===== src/rtl/sched_pkg.sv =====
// Shared constants, FSM state type and a one-hot decode helper for the iSLIP scheduler.
package sched_pkg;

    localparam int unsigned NUM_PORTS = 4;
    localparam int unsigned PORT_W    = 2;

    typedef enum logic [2:0] {
        StIdle,
        StRequest,
        StGrant,
        StAccept,
        StIssue
    } sched_state_e;

    function automatic logic [PORT_W-1:0] onehot_to_idx(input logic [NUM_PORTS-1:0] oh);
        logic [PORT_W-1:0] idx;
        idx = '0;
        for (int unsigned k = 0; k < NUM_PORTS; k++) begin
            if (oh[k]) idx = PORT_W'(k);
        end
        return idx;
    endfunction

endpackage


===== src/rtl/rr_arbiter.sv =====
// Combinational round-robin arbiter: one-hot grant to the first request at or after ptr.
module rr_arbiter
    import sched_pkg::*;
(
    input  logic [NUM_PORTS-1:0] req,
    input  logic [PORT_W-1:0]    ptr,
    output logic [NUM_PORTS-1:0] gnt
);

    logic [PORT_W-1:0] idx;

    // Walk offsets from farthest to nearest so the nearest requester wins.
    always_comb begin
        gnt = '0;
        idx = '0;
        for (int k = NUM_PORTS - 1; k >= 0; k--) begin
            idx = ptr + PORT_W'(k);
            if (req[idx]) begin
                gnt      = '0;
                gnt[idx] = 1'b1;
            end
        end
    end

endmodule


===== src/rtl/islip_sched.sv =====
// Single-iteration iSLIP crossbar scheduler: request, grant, accept and issue, one state per clock.
module islip_sched
    import sched_pkg::*;
#(
    parameter int unsigned NUM_PORTS = 4  // only 4 is supported
) (
    input  logic                            clk,
    input  logic                            reset,
    input  logic                            sched_en,
    input  logic [NUM_PORTS*NUM_PORTS-1:0]  voq_empty,
    output logic [NUM_PORTS-1:0]            sched_sel_en,
    output logic [NUM_PORTS*PORT_W-1:0]     sched_sel,
    output logic                            busy
);

    sched_state_e state_q, state_d;

    // req_q[i][j]: input i requests output j. grant_q[j][i]: output j grants input i.
    // accept_q[i][j]: input i accepts output j.
    logic [NUM_PORTS-1:0][NUM_PORTS-1:0] req_q, grant_q, accept_q;
    logic [NUM_PORTS-1:0][NUM_PORTS-1:0] req_col, gnt_row, gnt_d, acc_d;
    logic [NUM_PORTS-1:0][PORT_W-1:0]    grant_ptr_q, accept_ptr_q;
    logic [NUM_PORTS-1:0][PORT_W-1:0]    sel_q, sel_d;
    logic [NUM_PORTS-1:0]                sel_en_q, match;
    logic                                busy_q;

    always_comb begin
        req_col = '0;
        gnt_row = '0;
        for (int unsigned i = 0; i < NUM_PORTS; i++) begin
            for (int unsigned j = 0; j < NUM_PORTS; j++) begin
                req_col[j][i] = req_q[i][j];
                gnt_row[i][j] = grant_q[j][i];
            end
        end
    end

    for (genvar p = 0; p < NUM_PORTS; p++) begin : g_arb
        rr_arbiter u_grant_arb (
            .req (req_col[p]),
            .ptr (grant_ptr_q[p]),
            .gnt (gnt_d[p])
        );
        rr_arbiter u_accept_arb (
            .req (gnt_row[p]),
            .ptr (accept_ptr_q[p]),
            .gnt (acc_d[p])
        );
    end

    always_comb begin
        match = '0;
        sel_d = '0;
        for (int unsigned i = 0; i < NUM_PORTS; i++) begin
            match[i] = |accept_q[i];
            sel_d[i] = onehot_to_idx(accept_q[i]);
        end
    end

    always_comb begin
        state_d = state_q;
        unique case (state_q)
            StIdle:    if (sched_en) state_d = StRequest;
            StRequest: state_d = StGrant;
            StGrant:   state_d = StAccept;
            StAccept:  state_d = StIssue;
            StIssue:   state_d = StIdle;
            default:   state_d = StIdle;
        endcase
    end

    always_ff @(posedge clk or posedge reset) begin
        if (reset) begin
            state_q      <= StIdle;
            req_q        <= '0;
            grant_q      <= '0;
            accept_q     <= '0;
            grant_ptr_q  <= '0;
            accept_ptr_q <= '0;
            sel_q        <= '0;
            sel_en_q     <= '0;
            busy_q       <= 1'b0;
        end else begin
            state_q  <= state_d;
            busy_q   <= (state_d != StIdle);
            sel_en_q <= '0;
            case (state_q)
                StRequest: req_q <= ~voq_empty;
                StGrant:   grant_q <= gnt_d;
                StAccept: begin
                    accept_q <= acc_d;
                    for (int unsigned i = 0; i < NUM_PORTS; i++) begin
                        for (int unsigned j = 0; j < NUM_PORTS; j++) begin
                            if (acc_d[i][j]) begin
                                grant_ptr_q[j]  <= PORT_W'(i + 1);
                                accept_ptr_q[i] <= PORT_W'(j + 1);
                            end
                        end
                    end
                end
                StIssue: begin
                    sel_en_q <= match;
                    // An empty match keeps the previous selection visible.
                    if (|match) sel_q <= sel_d;
                end
                default: ;
            endcase
        end
    end

    assign sched_sel_en = sel_en_q;
    assign sched_sel    = sel_q;
    assign busy         = busy_q;

endmodule


===== config.mk =====
export PLATFORM = sky130hd
export DESIGN_NAME = islip_sched
export DESIGN_NICKNAME = d
export VERILOG_FILES = /design/src/rtl/sched_pkg.sv /design/src/rtl/rr_arbiter.sv /design/src/rtl/islip_sched.sv
export SDC_FILE = /design/constraint.sdc
export NUM_CORES = 1
export LEC_CHECK = 0
export ABC_AREA = 1
export CAP_MARGIN = 20
export CORE_MARGIN = 2
export CORE_UTILIZATION = 60
export DETAILED_ROUTE_END_ITERATION = 7
export PLACE_DENSITY = 0.79
export REMOVE_ABC_BUFFERS = 1
export SYNTH_ARGS = -nofsm -noshare
export SYNTH_HDL_FRONTEND = slang
export SYNTH_HIERARCHICAL = 1
export SYNTH_SLANG_ARGS = --single-unit

===== constraint.sdc =====
create_clock -name clk -period 6.45 [get_ports clk]
set_input_delay 0.645 -clock clk [delete_from_list [all_inputs] [get_ports clk]]
set_output_delay 0.645 -clock clk [all_outputs]
set_load 0.05 [all_outputs]

# After elaboration in Yosys (flattened, before gate mapping)
# Cells that the tools add are included.
[totals] elab_cells=382 reg_bits=80 output_inout_bits=13 inputBits=19
[classes] addsub=24 muxes=206 eq_ne=4 bitwise=1 magnitude_cmp=64 n_reduce_logical=56
[op_table] op="4-bit 2-to-1 mux" count=33
[op_table] op="2-bit by 3-bit less-than comparator with 1-bit output, second input constant" count=32
[op_table] op="2-bit 2-to-1 mux" count=39
[op_table] op="1-bit 2-to-1 mux" count=68
[op_table] op="1-bit binary-select mux with 2-bit select" count=32
[op_table] op="1-bit demux with 2-bit select" count=32
[op_table] op="2-bit by 1-bit greater-or-equal comparator with 1-bit output, second input constant" count=32
[op_table] op="2-bit adder, second input constant" count=16
[op_table] op="1-bit logical AND" count=32
[op_table] op="4-bit nonzero test" count=8
[op_table] op="2-bit AND reduction" count=9
[op_table] op="2-bit by 1-bit adder with 2-bit output, second input constant" count=8
[op_table] op="16-bit NOT" count=1
[op_table] op="16-bit OR reduction" count=1
[op_table] op="4-bit OR reduction" count=4
[op_table] op="3-bit case mux with 4 select lines" count=1
[op_table] op="3-bit by 2-bit == test with 1-bit output, second input constant" count=2
[op_table] op="3-bit by 1-bit == test with 1-bit output, second input constant" count=1
[op_table] op="3-bit == test, second input constant" count=1
[op_table] op="3-bit zero test" count=1
[op_table] op="3-bit 2-to-1 mux" count=1
[op_table] op="3-bit nonzero test" count=1

# Logic depth before layout (Yosys ltp)
# Gate-level depths: netlist of run 1.
[logic_depth] depth_word=13 depth_mapped=15 ltp_nobuf=15

# Hierarchy
# The synthesis of run 1 kept the hierarchy.
[by_module_without_submodules] mod="rr_arbiter" instances=8 seq_area_each_um2=0.0 area_each_um2=422.9 cells_each=74
[by_module_without_submodules] mod="islip_sched" instances=1 seq_area_each_um2=2001.9 area_each_um2=3243.1 cells_each=321

# Least setup slack after synthesis of run 1
# No wires, ideal clock.
[synth_timing] path_kind="register to register" startpoint="register accept_ptr_q[5] (netlist bit)" endpoint="register accept_ptr_q[4] (netlist bit)" required_time_ns=6.374 setup_ns=0.076 path_stages_with_launch=15 path_buffers=0 path_slack_ns=4.469 arrival_time_ns=1.904 period_less_slack_ns=1.981 cell_sequence="dfrtp_1 inv_1 ha_1 inv_1 nand3_2 nand2_2 o21ai_0 inv_1 nand2_1 nand2_1 nor2_1 nand3_1 nand2_1 nand2_1 o21ai_1"
[synth_rtl] item="from (decl)" line="islip_sched.sv:22" source="logic [NUM_PORTS-1:0][PORT_W-1:0] grant_ptr_q, accept_ptr_q;"
[synth_rtl] item="from (signal, indexed assignment)" line="islip_sched.sv:96" source="accept_ptr_q[i] <= PORT_W'(j + 1);"

==> summary.md, run 1 <==
| Metric | Value |
|---|---|
| Clock latency on the worst-skew pair | `around 370 ps` |
| Mean post-synth cell area | `7.258 um2` |
| Most frequent cells in the layout | `318 x nand2_1, 102 x nand3_1, 80 x inv_1, 80 x dfrtp_1, 69 x o21ai_0` |
| Status | `complete, no violations` |
| Post-DP HPWL | `10290 um` |
| Synthesized cell area | `~6600 um2` |
| Slowest cell on crit path | `dfrtp_1` |
| Synth area leader | `dfrtp_1` |
| Final worst setup slack | `~4000 ps` |
| Post-synthesis cell type count | `26` |
| Htree depth | `3` |
| Clk_skew | `between 10 and 15 ps` |
| CP Max Fanout | `8` |
| Total grt overflow | `0` |
| Worst-margin pin slew | `a little under 500 ps` |
| Vias in the first global route | `roughly 5400` |
| Worst path max stage delay | `around 550 ps` |
| Rel. slew slack | `approximately 67%` |
| Most frequent CP cell | `nand2_1` |
| Worst setup EP type | `register` |
| CP cell instances | `inv_1, ha_1, inv_1, nand3_2, nand2_2, o21ai_0, inv_1, nand2_1, nand2_1, nor2_1, nand2_1, nand2_1, nand2_1, o21ai_0` |
| Critical Path Start Type | `register` |
| Num CTS Buffers | `9` |
| Top-Level Pins | `32` |
| First-pass GRT wire length | `~24000 um` |
| CP delay by family, top | `simple AND/OR/NAND/NOR gates` |
| Buf/Inv on CP | `3` |
| Final Wtd Congestion | `0.8991` |
| Longest Clk Path Bufs | `2` |
| CTS Sinks | `80` |
| Post-synthesis sequential area ratio | `30.21%` |
| Most common cell after layout, fill and taps aside | `nand2_1` |
| Post-CTS Hold Buffers | `0` |
| Initial antenna violation count | `0` |
| Flops & latches, synth | `80` |
| Max-Cap Viols | `0` |
| Starting Density | `around three fifths` |
| Synth Warn # | `6` |
| Rows | `38` |
| HP Class | `reg2reg` |
| Setup CP Type | `reg2reg` |
| Pre-CTS setup slack | `a little over 4000 ps` |
| Slew Limit Fails | `0` |
| Drt wl/cell | `roughly 13 um` |
| Initial DRT Pass Iterations | `5` |
| Aggregate global-route resource usage | `24.99%` |
| Die W | `around 110 um` |
| Clock tree from TritonCTS | `yes` |
| Finish-stage setup viols | `0` |
| Met1 Usage GRT | `33.13%` |
| Synth top area share | `30.21%` |
| Final ANT Viol Nets | `0` |
| Vias | `between 5000 and 6000` |
| Iteration-0 DRC Markers | `between 300 and 400` |
| Nets@finish | `about 1000` |
| Final-report hold violation count | `0` |
| Fill cell count | `973` |
| Mapped Cells | `between 900 and 1000` |
| Via-per-instance ratio | `around 5.2` |
| WP data required | `6730 ps` |
| Total placed cells including tap cells | `1078` |
| Final TNS setup | `0 ps` |
| Clock root cell | `clkbuf_8` |
| Ranking of synthesized cells by area | `dfrtp_1 30%, nand2_1 18%, ha_1 12%, nand3_1 7.7%, o21ai_0 5.2%` |
| Clock-pin slew on the worst setup and hold paths | `~90 ps` |
| IO buf count | `31` |
| RSZ-0062 raised after global routing | `false` |
| Die H | `about 110 um` |
| Pin count of the biggest net entering global routing | `a little over 80` |
| CORE AREA | `roughly 11000 um2` |
| Crit path time final | `2452 ps` |
| Post-CTS Setup Inserts | `0` |
| Global Route met2 Usage | `40.82%` |
| Max frequency | `407.9 MHz` |
| Share of cells above drive strength 1 | `approximately 14%` |
| Die area | `~12000 um2` |
| Critical path arrival | `~2700 ps` |
| Final period util | `roughly two fifths` |
| Met3 GRT Util | `about 4.8%` |
| GRT Max-Usage Layer | `met2` |
| Final Non-Filler Cells | `1096` |
| P&R area growth vs syn | `10.06%` |
| Resize count post-CTS | `0` |
| # DRC | `0` |
| Antenna cells | `0` |
| Total Wirelength | `13880 um` |
[synthesized netlist by cell type]
master / number
buf_6: 4
nand2_1: 318
o21ai_1: 9
mux2_4: 7
clkinv_1: 32
a21oi_1: 4
or2_2: 1
dfrtp_1: 80
mux2_2: 9
o21ai_0: 69
nand3_4: 16
inv_2: 9
buf_4: 2
o21a_1: 5
clkbuf_1: 1
o21bai_1: 4
nand2_2: 49
nand3_1: 102
clkinv_2: 1
inv_1: 81
nor2_1: 23
ha_1: 64
nand2_4: 11
nor2_2: 2
nand4_1: 2
nand3_2: 8
[worst paths after layout]
check / from / to / slack (ps) / cells after the start
min reg2reg: sched_sel[5] / sched_sel[5] / 480 / 2
max: accept_ptr_q[7] / grant_ptr_q[2] / 4000 / 14
min: sched_sel[5] / sched_sel[5] / 480 / 2
max in group asynchronous: reset / accept_ptr_q[2] / 5210 / 4
max reg2reg: accept_ptr_q[7] / grant_ptr_q[2] / 4000 / 14
min in group asynchronous: reset / gnt_row[15] / 660 / 3
[layer usage]
layer	part of all wire (%)	vias to the layer above
met1	47	2578
met3	4.9	22
met2	46	103
met5	0	-
li1	-	2964
met4	2.0	0
[registers in the layout (all words and copies together), names as in the netlist]
| register | count |
|---|---|
| grant_ptr_q | 8 |
| gnt_row | 16 |
| state_q | 3 |
| sched_sel_en | 4 |
| accept_q | 16 |
| sched_sel | 8 |
| accept_ptr_q | 8 |
| busy | 1 |
| req_col | 16 |
[cell type report]
| cell class | instances | area, um2 | area share, % |
|---|---|---|---|
| inverters | 123 | 464.2 | 6.365 |
| clock buffers | 11 | 141.4 | 1.939 |
| clock inverters | 5 | 40.04 | 0.5490 |
| repair buffers | 34 | 372.9 | 5.112 |
| well taps | 140 | 175.2 | 2.402 |
| multi-input cells | 703 | 4098 | 56.18 |
| flip-flops and latches | 80 | 2002 | 27.45 |
[through the flow]
step	util [%]	instance area [um2]	hold WS [ps]
3_3_place_gp	65.38	7057	458.9
5_1_grt	67.57	7293	504.7
6_report	67.57	7293	479.3
4_1_cts	67.06	7238	479.0
3_5_place_dp	65.38	7057	457.2
2_1_floorplan	-	6563	453.7
[logic make-up (layout without fill, tap and decap cells)]
kind of cell	count (synthesis)	count (layout)	synth area share, %
simple gates	532	532	39.43
buf+inv	130	173	7.949
compound gates	91	91	7.213
flops	80	80	30.21
fa+ha+maj	64	64	12.08
mux	16	16	3.116
[worst min-delay path: cells and delay by family, from the launching register on]
kind             cells  cell delay, ps
AND/OR/NAND/NOR      2             100
flip-flops           1             350
Power of run 1 is left out: the tool's default activity adds up to more than one toggle a clock period on the data nets, which glitch-free logic cannot reach.
==> run 2, diff against run 1 <==
- CORE_UTILIZATION: 60 -> 56
- PLACE_DENSITY: 0.79 -> 0.78
- clock period: 6.45 -> 2.15 ns (I/O delays scaled with it)
==> summary.md, run 2 (synthesis gave the netlist of run 1 again) <==
| Metric | Value |
|---|---|
| P&R area growth vs syn | `15.41%` |
| Starting Density | `57.79%` |
| Die W | `roughly 110 um` |
| Aggregate global-route resource usage | `between 20% and 30%` |
| Core Util, Final | `between 60% and 70%` |
| Rel. slew slack | `roughly two thirds` |
| CP Max Fanout | `8` |
| Most common cell after layout, fill and taps aside | `nand2_1` |
| Slew Limit Fails | `0` |
| Total Wirelength | `~15000 um` |
| HP Class | `in2async` |
| Final period util | `92.92%` |
| Critical R2R Capture | `accept_ptr_q[4]` |
| Reg2Reg Depth | `15` |
| Clock root cell | `clkbuf_16` |
| Worst-margin pin slew | `roughly 510 ps` |
| Highest routed metal layer | `met4` |
| Most frequent cells in the layout | `317 x nand2_1, 102 x nand3_1, 80 x dfrtp_1` |
| Final ANT Viol Nets | `0` |
| Clock latency on the worst-skew pair | `between 300 and 400 ps` |
| Post-CTS Hold Buffers | `0` |
| Initial DRT Pass Iterations | `5` |
| Met3 WL | `between 400 and 500 um` |
| WP data required | `roughly 2400 ps` |
| Vias | `approximately 5900` |
| Share of cells above drive strength 1 | `around 17%` |
| Reg-to-reg startpoint | `accept_ptr_q[5]` |
| Pin count of the biggest net entering global routing | `35` |
| Vias in the first global route | `~5800` |
| Final Wtd Congestion | `roughly 0.85` |
| Antenna cells | `0` |
| Max frequency | `approximately 500 MHz` |
| CORE AREA | `about 11000 um2` |
| CTS Sinks | `80` |
| Critical path arrival | `about 2300 ps` |
| Final-report hold violation count | `0` |
| Worst path max stage delay | `approximately 360 ps` |
| Drt wl/cell | `about 13 um` |
| Clk_skew | `around 6.4 ps` |
| Iteration-0 DRC Markers | `317` |
| Clock-pin slew on the worst setup and hold paths | `~70 ps` |
| Finish-stage setup viols | `0` |
| CP cell instances | `inv_1, ha_1, inv_1, nand3_2, nand2_4, nand2_1, clkinv_1, nand2_1, nand2_1, nand2_1, nor2_2, nand3_1, nand2_2, nand2_1, o21ai_1` |
| Critical Path Start Type | `register` |
| Htree depth | `3` |
| Nets@finish | `about 1100` |
| Slowest cell on crit path | `dfrtp_1` |
| Worst setup EP type | `register` |
| Fill cell count | `between 900 and 1000` |
| Wire length on met2 | `~7000 um` |
| Reg-to-reg slack, setup | `150 ps` |
| Max-Cap Viols | `0` |
| Post-CTS Setup Inserts | `0` |
| RSZ-0062 raised after global routing | `true` |
| Rows | `39` |
| IO buf count | `31` |
| # DRC | `0` |
| Via-per-instance ratio | `5.231` |
| Top-Level Pins | `32` |
| Clock tree from TritonCTS | `yes` |
| Status | `complete, no violations` |
| Die area | `roughly 13000 um2` |
| Initial antenna violation count | `0` |
| Post-DP HPWL | `between 10000 and 15000 um` |
| Setup CP Type | `reg2reg` |
| Num CTS Buffers | `9` |
| Most frequent CP cell | `nand2_1` |
| WL met1 | `about 6900 um` |
| Buf/Inv on CP | `3` |
| First-pass GRT wire length | `about 26000 um` |
| Crit path time final | `1998 ps` |
| CP delay by family, top | `simple AND/OR/NAND/NOR gates` |
| Longest Clk Path Bufs | `2` |
| Die H | `approximately 110 um` |
| Total grt overflow | `0` |
==> run 2: layout make-up <==
type	count	area, um2	share of cell area (%)
inverter	123	464.2	6.070
tap	143	178.9	2.340
clock inverter	7	86.33	1.129
timing repair buffer	62	568.0	7.428
multi-input combinational	703	4123	53.91
sequential	80	2002	26.18
clock buffer	9	225.2	2.945
==> run 2: timing repair <==
item	in CTS	in global routing
resized for setup	0	11
endpoints found under the setup margin	0	11
endpoints found under the hold margin	0	0
==> run 2: routing by layer <==
layer | vias to the layer above | GRT usage (%)
li1 | 3031 | -
met1 | 2748 | 31.91
met2 | 94 | 42.40
met3 | 22 | 3.964
met4 | 0 | 7.886
met5 | - | 0
==> run 2: through the flow <==
stage                     TNS (ps)  setup WS (ps)  instances  hold slack (ps)  area (um2)
final                            0          152.3       1127            204.4        7647
after floorplan              -9339         -116.7        906            326.7        6563
after global placement           0          246.8       1111            459.7        7311
after detailed placement         0          236.3       1111            464.5        7311
after global routing        -46.20         -25.18       1127            263.0        7647
after CTS                        0          82.05       1127            231.8        7622
==> run 2: worst reg2reg max path: stages, from the launching register on <==
cell and delay (ps):
dfrtp_1 360, inv_1 70, ha_1 310, inv_1 90, nand3_2 100, nand2_4 110
nand2_1 80, clkinv_1 40, nand2_1 40, nand2_1 50, nand2_1 110, nor2_2 160
nand3_1 100, nand2_2 110, nand2_1 90, o21ai_1 110
==> run 2: worst max-delay path by stage <==
stage	startpoint	endpoint	slack [ps]	cells past startpoint
floorplan	reset	accept_ptr_q[0]	-120	1
global placement	accept_ptr_q[6]	grant_ptr_q[2]	250	14
detailed placement	accept_ptr_q[4]	accept_ptr_q[4]	240	15
CTS	accept_ptr_q[5]	accept_ptr_q[4]	80	15
global route	accept_ptr_q[2]	grant_ptr_q[4]	-30	14
finish	accept_ptr_q[5]	accept_ptr_q[4]	150	15
Power of run 2 is left out for the same reason.
==> run 3, diff against run 2 <==
- ABC_AREA: 1 -> unset
- SETUP_SLACK_MARGIN: unset -> 0.02
==> summary.md, run 3 <==
| Metric | Value |
|---|---|
| Complex-gate fraction of the synthesized area | `between 10 and 15%` |
| Via-per-instance ratio | `just over 6` |
| Final-report hold violation count | `0` |
| CORE AREA | `roughly 11000 um2` |
| Worst setup EP type | `register` |
| Pin count of the biggest net entering global routing | `between 40 and 50` |
| Post-DP HPWL | `11050 um` |
| Fraction of registers with async set/reset | `100.0%` |
| Final period util | `106.2%` |
| CP delay by family, top | `compound AO/OA/AOI/OAI gates` |
| Initial DRT Pass Iterations | `5` |
| Clk_skew | `7.362 ps` |
| Mean post-synth cell area | `just under 10 um2` |
| Buf/Inv on CP | `3` |
| Post-synthesis sequential area ratio | `around 31%` |
| Clock latency on the worst-skew pair | `around 340 ps` |
| Crit path time final | `roughly 2300 ps` |
| Longest Clk Path Bufs | `2` |
| # DRC | `0` |
| Critical Path Start Type | `register` |
| Final Wtd Congestion | `roughly 0.88` |
| Vias | `between 5000 and 6000` |
| Synth top area share | `30.82%` |
| Drt wl/cell | `19.10 um` |
| Finish-stage setup viols | `16` |
| Critical R2R Capture | `accept_ptr_q[3]` |
| Multi-input gate area | `4463 um2` |
| Total Wirelength | `17670 um` |
| Htree depth | `3` |
| Reg-to-reg slack, setup | `-130 ps` |
| Synthesized cell area | `6495 um2` |
| Share of cells above drive strength 1 | `roughly a third` |
| Status | `complete, but fails checks` |
| Reg2Reg Depth | `10` |
| Post-synthesis simple-gate area fraction | `between 10% and 20%` |
| Initial antenna violation count | `0` |
| Aggregate global-route resource usage | `25.67%` |
| Post-CTS Hold Buffers | `0` |
| Flops & latches, synth | `80` |
| Count leader, synth | `nand2_1` |
| Antenna cells | `0` |
| IO buf count | `31` |
| Register area | `around 2000 um2` |
| Final worst setup slack | `-132.6 ps` |
| Nets@finish | `860` |
| Setup CP Type | `reg2reg` |
| Violated checks | `negative setup slack` |
| CP Max Fanout | `4` |
| Critical path arrival | `about 2500 ps` |
| Max-Cap Viols | `0` |
| Die area | `~12000 um2` |
| P&R area growth vs syn | `27.18%` |
| Total grt overflow | `0` |
| Top-Level Pins | `32` |
| Mapped Cells | `around 670` |
| Xor-xnor portion of the synthesized cell area | `less than 1%` |
| Final ANT Viol Nets | `0` |
| Worst path max stage delay | `440 ps` |
| Clock root cell | `clkbuf_16` |
| Main synth FF type | `dfrtp_1` |
| RSZ-0062 raised after global routing | `true` |
| Ranking of synthesized cells by area | `dfrtp_1 31%, ha_1 12%, mux4_2 11%, nand2_1 7.2%, mux2i_1 6.2%` |
| Slew Limit Fails | `0` |
| Synth Warn # | `6` |
| Core Util, Final | `between 70% and 80%` |
| Adder-Cell Fraction of Synth Area | `around an eighth` |
| Slowest cell on crit path | `dfrtp_1` |
| Iteration-0 DRC Markers | `approximately 480` |
| Worst-margin pin slew | `slightly above 700 ps` |
| WP data required | `between 2000 and 2500 ps` |
| Top cells by count, synth | `125 x nand2_1, 80 x dfrtp_1, 64 x ha_1` |
| Number of enable flip-flop cells after synthesis | `0` |
| First-pass GRT wire length | `~26000 um` |
| Rel. slew slack | `between 50 and 60%` |
| Largest family of logic cells by synthesized area | `multiplexers` |
| Vias in the first global route | `approximately 5500` |
| Synth area leader | `dfrtp_1` |
| Fill cell count | `~700` |
| Post-synthesis cell type count | `35` |
| CP cell instances | `inv_2, ha_4, mux4_2, nand2b_4, o22ai_2, a31oi_2, buf_4, buf_6, nor2_2, o31ai_2` |
| Die H | `111.7 um` |
| Max frequency | `~440 MHz` |
| Num CTS Buffers | `9` |
| HP Class | `in2async` |
| Starting Density | `a little under three fifths` |
| Clock tree from TritonCTS | `yes` |
| Multiplexer area fraction after synthesis | `between 20% and 30%` |
| Die W | `roughly 110 um` |
| Reg-to-reg startpoint | `accept_ptr_q[2]` |
| Clock-pin slew on the worst setup and hold paths | `approximately 60 ps` |
| Rows | `39` |
| CTS Sinks | `80` |
| Most frequent cells in the layout | `123 x nand2_1, 80 x dfrtp_1, 77 x buf_4` |
| Most common cell after layout, fill and taps aside | `nand2_1` |
## run 3: worst max-delay path by stage
stage / startpoint / endpoint / slack [ps] / cells past startpoint
after floorplan: accept_ptr_q[2] / accept_ptr_q[3] / -360 / 8
after detailed placement: accept_ptr_q[2] / accept_ptr_q[3] / -70 / 9
after global placement: accept_ptr_q[1] / grant_ptr_q[0] / -8 / 8
final: accept_ptr_q[2] / accept_ptr_q[3] / -130 / 10
after CTS: accept_ptr_q[2] / grant_ptr_q[3] / -2 / 10
after global routing: accept_ptr_q[5] / grant_ptr_q[3] / -230 / 9
## run 3: repair_timing
item	4_1_cts	5_1_grt
hold endpoints to repair	0	0
pin swaps	6	23
endpoints found under the setup margin	13	30
gates resized for setup	25	80
buffers inserted	6	17
## run 3: logic make-up (layout without fill, tap and decap cells)
logic type | count (synthesis) | count (layout)
adders and majority gates | 64 | 64
and+or+nand+nor | 214 | 214
muxes | 88 | 88
AOI/OAI and AO/OA | 141 | 141
xor gates and xnor gates | 1 | 1
DFF | 80 | 80
buffers and inverters | 80 | 194
## run 3: cell type report
cell class                      instances  share of cell area [%]
Multi-Input combinational cell        508                   54.03
Sequential cell                        80                   24.24
Timing Repair Buffer                  128                   13.80
Clock buffer                           10                   2.893
Inverter                               50                   2.287
Tap cell                              143                   2.166
Clock inverter                          6                  0.5907
## run 3: per-layer routing
metal,vias up,global-route usage (%),wire [um]
li1,2591,-,-
met1,2775,33.20,7046
met2,262,42.79,8828
met3,65,4.736,1084
met4,0,10.45,707
met5,-,0,0
## run 3: stage by stage
step	setup WS, ps	TNS (ps)	hold slack [ps]	instances	instance area, um2
final	-132.6	-816.4	290.4	925	8260
after global routing	-230.0	-2589	349.7	925	8260
after CTS	-2.307	-2.307	312.3	909	7786
after detailed placement	-65.23	-253.7	469.0	887	7327
after global placement	-7.545	-14.15	459.8	887	7327
after floorplan	-361.4	-14920	326.7	638	6248
Power of run 3 is left out for the same reason.
